--- config.mk ---
export PLATFORM = sky130hd
export DESIGN_NAME = hack_mem_arbiter
export DESIGN_NICKNAME = d
export VERILOG_FILES = /design/src/rtl/hack_pkg.sv /design/src/rtl/hack_rr_pick2.sv /design/src/rtl/hack_mem_arbiter.sv
export SDC_FILE = /design/constraint.sdc
export NUM_CORES = 1
export LEC_CHECK = 0
export ABC_AREA = 1
export CAP_MARGIN = 5
export CORE_MARGIN = 5
export CORE_UTILIZATION = 38
export CTS_CLUSTER_SIZE = 10
export DETAILED_ROUTE_END_ITERATION = 10
export GPL_TIMING_DRIVEN = 1
export PLACE_DENSITY = 0.89
export SYNTH_ARGS = -nofsm -noshare
export SYNTH_HDL_FRONTEND = slang
export SYNTH_SLANG_ARGS = --single-unit
--- constraint.sdc ---
create_clock -name clk -period 2.5 [get_ports clk]
set_input_delay 0.5 -clock clk [delete_from_list [all_inputs] [get_ports clk]]
set_output_delay 0.5 -clock clk [all_outputs]
set_load 0.03 [all_outputs]
--- src/rtl/hack_pkg.sv ---
// Shared definitions for the Hack memory arbiter slice.
//   HACK_AW / HACK_DW : default word address / data widths of the Hack data memory
//   arb_state_t       : arbiter FSM encoding (ST_ARB, ST_LOCK1)
//   M_CPU / M_SCAN    : master indices into the per-master packed arrays
package hack_pkg;
    localparam int HACK_AW = 15;
    localparam int HACK_DW = 16;
    localparam int NUM_M   = 2;
    localparam int M_CPU   = 0;
    localparam int M_SCAN  = 1;

    typedef enum logic {
        ST_ARB   = 1'b0,
        ST_LOCK1 = 1'b1
    } arb_state_t;
endpackage

--- src/rtl/hack_rr_pick2.sv ---
// Combinational 2-way round-robin picker.
//   req[1:0]   : request vector
//   last       : index of the master granted most recently
//   grant[1:0] : one-hot grant (or zero when nobody requests)
// On a tie the master that was NOT granted last wins.
module hack_rr_pick2 (
    input  logic [1:0] req,
    input  logic       last,
    output logic [1:0] grant
);
    always_comb begin
        grant = 2'b00;
        case (req)
            2'b01:   grant = 2'b01;
            2'b10:   grant = 2'b10;
            2'b11:   grant = last ? 2'b01 : 2'b10;
            default: grant = 2'b00;
        endcase
    end
endmodule

--- src/rtl/hack_mem_arbiter.sv ---
// Two-master arbiter in front of the single-port Hack data memory.
// Master 0 = CPU data port, master 1 = display scanout (may lock for bursts).
//   clk, rst_n            : clock, asynchronous active-low reset
//   mX_req/we/addr/wdata  : master request, held until mX_gnt
//   mX_gnt                : combinational accept, at most one per cycle
//   mX_rvalid/mX_rdata    : read return, exactly one cycle after the grant
//   m1_lock               : scanout burst lock, sampled with m1_req
//   mem_addr/we/wdata     : to the memory-map mux (zero when idle)
//   mem_rdata             : memory read data, one cycle after the address
// Optional (macro ARB_STATS_EN): stat_clr input and saturating 16-bit
// counters stat_m0_gnts, stat_m1_gnts, stat_conflicts.
module hack_mem_arbiter
    import hack_pkg::*;
#(
    parameter int AW        = HACK_AW,
    parameter int DW        = HACK_DW,
    parameter int MAX_BURST = 8
) (
    input  logic          clk,
    input  logic          rst_n,
`ifdef ARB_STATS_EN
    input  logic          stat_clr,
    output logic [15:0]   stat_m0_gnts,
    output logic [15:0]   stat_m1_gnts,
    output logic [15:0]   stat_conflicts,
`endif
    input  logic          m0_req,
    input  logic          m0_we,
    input  logic [AW-1:0] m0_addr,
    input  logic [DW-1:0] m0_wdata,
    output logic          m0_gnt,
    output logic          m0_rvalid,
    output logic [DW-1:0] m0_rdata,
    input  logic          m1_req,
    input  logic          m1_we,
    input  logic [AW-1:0] m1_addr,
    input  logic [DW-1:0] m1_wdata,
    input  logic          m1_lock,
    output logic          m1_gnt,
    output logic          m1_rvalid,
    output logic [DW-1:0] m1_rdata,
    output logic [AW-1:0] mem_addr,
    output logic          mem_we,
    output logic [DW-1:0] mem_wdata,
    input  logic [DW-1:0] mem_rdata
);
    localparam logic [7:0] MAXB = 8'(MAX_BURST);

    logic [NUM_M-1:0]         req, we;
    logic [NUM_M-1:0][AW-1:0] addr;
    logic [NUM_M-1:0][DW-1:0] wdata;

    assign req   = {m1_req, m0_req};
    assign we    = {m1_we, m0_we};
    assign addr  = {m1_addr, m0_addr};
    assign wdata = {m1_wdata, m0_wdata};

    arb_state_t       state, state_nx;
    logic             last, last_nx;
    logic [7:0]       cnt, cnt_nx;
    logic [NUM_M-1:0] rr_gnt, gnt, g;
    logic             burst_go, exhausted;

    hack_rr_pick2 u_pick (
        .req   (req),
        .last  (last),
        .grant (rr_gnt)
    );

    assign burst_go  = (state == ST_LOCK1) && m1_req && m1_lock && (cnt < MAXB);
    assign exhausted = (state == ST_LOCK1) && (cnt == MAXB);

    always_comb begin
        gnt      = '0;
        state_nx = state;
        last_nx  = last;
        cnt_nx   = cnt;
        if (burst_go) begin
            gnt    = 2'b10;
            cnt_nx = cnt + 8'd1;
        end else begin
            // ARB, or the LOCK1 exit cycle which behaves as ARB; a burst that
            // ran out hands the slot to a waiting CPU regardless of last.
            state_nx = ST_ARB;
            cnt_nx   = '0;
            gnt      = (exhausted && m0_req) ? 2'b01 : rr_gnt;
            if (gnt[M_SCAN] && m1_lock) begin
                state_nx = ST_LOCK1;
                cnt_nx   = 8'd1;
            end
        end
        if (|gnt)
            last_nx = gnt[M_SCAN];
    end

    // Grants are combinational, so hold them off while reset is asserted.
    assign g = gnt & {NUM_M{rst_n}};

    always_ff @(posedge clk or negedge rst_n) begin
        if (!rst_n) begin
            state <= ST_ARB;
            last  <= 1'b1;
            cnt   <= '0;
        end else begin
            state <= state_nx;
            last  <= last_nx;
            cnt   <= cnt_nx;
        end
    end

    always_comb begin
        mem_addr  = '0;
        mem_we    = 1'b0;
        mem_wdata = '0;
        for (int i = 0; i < NUM_M; i++) begin
            if (g[i]) begin
                mem_addr  = addr[i];
                mem_we    = we[i];
                mem_wdata = wdata[i];
            end
        end
    end

    // Read return: valid one cycle behind the grant. Data passes straight
    // from the memory in the valid cycle and is held afterwards.
    logic [NUM_M-1:0]         rvld_q;
    logic [NUM_M-1:0][DW-1:0] rdata_q, rdata;

    always_ff @(posedge clk or negedge rst_n) begin
        if (!rst_n) begin
            rvld_q  <= '0;
            rdata_q <= '0;
        end else begin
            rvld_q <= g & ~we;
            for (int i = 0; i < NUM_M; i++)
                if (rvld_q[i]) rdata_q[i] <= mem_rdata;
        end
    end

    for (genvar i = 0; i < NUM_M; i++) begin : g_rd
        assign rdata[i] = rvld_q[i] ? mem_rdata : rdata_q[i];
    end

    assign m0_gnt    = g[M_CPU];
    assign m1_gnt    = g[M_SCAN];
    assign m0_rvalid = rvld_q[M_CPU];
    assign m1_rvalid = rvld_q[M_SCAN];
    assign m0_rdata  = rdata[M_CPU];
    assign m1_rdata  = rdata[M_SCAN];

`ifdef ARB_STATS_EN
    always_ff @(posedge clk or negedge rst_n) begin
        if (!rst_n) begin
            stat_m0_gnts   <= '0;
            stat_m1_gnts   <= '0;
            stat_conflicts <= '0;
        end else if (stat_clr) begin
            stat_m0_gnts   <= '0;
            stat_m1_gnts   <= '0;
            stat_conflicts <= '0;
        end else begin
            if (g[M_CPU] && stat_m0_gnts != 16'hFFFF)
                stat_m0_gnts <= stat_m0_gnts + 16'd1;
            if (g[M_SCAN] && stat_m1_gnts != 16'hFFFF)
                stat_m1_gnts <= stat_m1_gnts + 16'd1;
            if ((&req) && stat_conflicts != 16'hFFFF)
                stat_conflicts <= stat_conflicts + 16'd1;
        end
    end
`endif
endmodule

==> out/metrics.csv <==
metric,value,unit
fin_util,70.3,%
cap_violations,0,
synth-edff-count,0,
synth_compound_area_share,0.400,%
grt_max_degree,47,
synthMostInstantiatedCell,nand2_1,
synth_area_leaders,"dfrtp_1 (49%), mux2_2 (16%), nand2_1 (12%)",
gp_congestion,0.924,
die_area,7390,um2
synth-xor-area-share,0.400,%
drt-initial-drc-count,92,
ys_seq_area_share,50.3,%
seq_area,1100,um2
initial_utilization,39.6,%
worstSetupStartpointType,primary input,
cp-end-kind,output port,
required,2000,ps
hold_viol,0,
detail-route-antenna-nets,0,
synthAdderAreaFrac,1.14,%
grt_pass1_vias,2276,
numCtsBuffers,5,
vdd_drop_max,432,uV
fin_nets,478,
synthCells,229,
slowest_stage,clkdlybuf4s50_1,
ys_warn_count,0,
drive_gt1_share,26.3,%
clkSinkCount,44,
finClkSkew,7.53,ps
postPlaceCellArea,3720,um2
synth_common_cells,"nand2_1 (69), dfrtp_1 (43), nand3_1 (35), mux2_2 (32), nor2_1 (10)",
insertion_delay,290,ps
fmax,414,MHz
insertedDiodeCount,0,
max_stage_delay,470,ps
async_flop_share,100,%
cts.reportedPaths.clkPinSlew,80,ps
rows,27,
postLayoutSetupSlackWorst,81.7,ps
fin_area,3890,um2
synthSimpleGateAreaFrac,24.2,%
synth.area.mux_share,16.4,%
power_density,629,nW/um2
leakage,1.84,nW
routedWlPerCell,15.8,um
vias,2180,
yosys.area.top_type,dfrtp_1,
htreeDepth,2,
yosysTopAreaCellShare,49.1,%
antenna_found_initial,0,
min_period,2420,ps
core_area,5540,um2
worstPathArrival,1920,ps
synth_ff_type,dfrtp_1,
period_share,96.7,%
netlist_area,2190,um2
pre_cts_slack,-26.9,ps
grt_overflow,0,
worstPathMaxFanout,8,
crit_type,primary input to output port,
grtUsageTotal,18.6,%
syn_area_per_cell,9.57,um2
dr.pass1.iters,4,
status,"finished, final reports clean",
syn_to_final_growth,77.7,%
port_buffers,152,
critPathMostFrequentCell,buf_4,
wl,7330,um
vias_per_cell,4.70,
setup_viol,0,
clockBufferDepth,2,
path_cells,clkdlybuf4s50_1 > nand4_1 > nor2_2 > inv_2 > nand2_4 > buf_4 > nand3_1 > nand2_1 > buf_4,
cts_root_buf,clkbuf_8,
dp_hpwl,5610,um
ios,153,
grt_pass1_wl,10800,um
die_w,86.0,um
die_height,86.0,um
synth_top_family_by_area,simple AND/OR/NAND/NOR gates,
synth-seq-cells,44,
multi_input_area,970,um2
synth.distinct_cells,23,
cts_tree,yes,
hold_path.class,primary input to asynchronous set/reset pin,
fillers,436,
drcViolationCount,0,
slew_violations,0,
==> power by group <==
part           switching, W  internal [W]
registers         0.0000339      0.000840
logic              0.000612      0.000517
clock network      0.000224      0.000224
==> cell type report <==
| type | instances | area share (%) |
|---|---|---|
| sequential | 44 | 28.3 |
| clock inverter | 1 | 0.193 |
| inverter | 12 | 1.48 |
| tap | 72 | 2.31 |
| timing repair buffer | 162 | 39.4 |
| multi-input combinational | 162 | 24.9 |
| timing repair inverter | 4 | 1.16 |
| clock buffer | 7 | 2.22 |
==> final timing paths <==
check	endpoint	cells past startpoint	slack, ps	start
worst max-delay path	mem_addr[14]	9	80	m1_lock
worst min-delay path	cnt[0]	2	270	rst_n
worst max register to register	rvld_q[1]	10	1020	cnt[0]
worst min register to register	rdata_q[25]	1	500	rdata_q[25]
max in group asynchronous	rdata_q[16]	3	1440	rst_n
min in group clk	rdata_q[25]	1	500	rdata_q[25]
==> per-layer routing <==
layer	up-vias	track usage (%)	part of all wire, %
li1	1067	-	-
met5	-	0	0
met1	1025	20.3	37
met2	74	35.2	55
met3	14	5.57	5.8
met4	0	3.60	1.5
==> layout by cell type (no fill, tap or decap), types with 2 or more instances in the layout <==
| cell | n |
|---|---|
| clkdlybuf4s50_1 | 115 |
| nand2_1 | 68 |
| dfrtp_1 | 43 |
| buf_4 | 42 |
| nand3_1 | 35 |
| mux2_2 | 32 |
| inv_1 | 8 |
| nor2_1 | 8 |
| clkbuf_8 | 6 |
| conb_1 | 4 |
| nor2_2 | 3 |
| inv_2 | 3 |
| nand2_2 | 2 |
| clkinv_8 | 2 |
| ha_1 | 2 |
| inv_6 | 2 |
| dlymetal6s2s_1 | 2 |
| buf_12 | 2 |
==> sequential cells by signal, indices dropped and copies added (netlist names) <==
register / cells
cnt: 8
last: 1
rdata_q: 32
rvld_q: 2
state: 1
==> worst max-delay path: cells and delay by family <==
kind | cells | cell delay (ps)
AND/OR/NAND/NOR | 5 | 550
buffers and inverters | 4 | 860
==> through the flow <==
stage | total power [W] | TNS, ps | cells | hold slack (ps)
after floorplan | 0.00149 | 0 | 232 | 204
after global placement | 0.00198 | 0 | 452 | 479
after detailed placement | 0.00201 | -226 | 452 | 485
after CTS | 0.00247 | 0 | 460 | 260
after global routing | 0.00259 | -100 | 464 | 268
final | 0.00245 | 0 | 464 | 266
==> timing repair <==
action | 4_1_cts | 5_1_grt
setup endpoints to repair | 23 | 33
hold buffers | 0 | 0
buffers inserted | 0 | 0
cloned | 0 | 4
pin swaps | 0 | 2
resized for setup | 1 | 13
==> cell families (layout without fill, tap and decap cells) <==
group	Yosys count	count (layout)
simple gates	122	122
flops	44	44
mux	32	32
buf+inv	26	186
fa+ha+maj	2	2
other cells	1	4
compound gates	1	1
xor+xnor	1	1
Note: power is estimated with default switching activity, not from simulation.
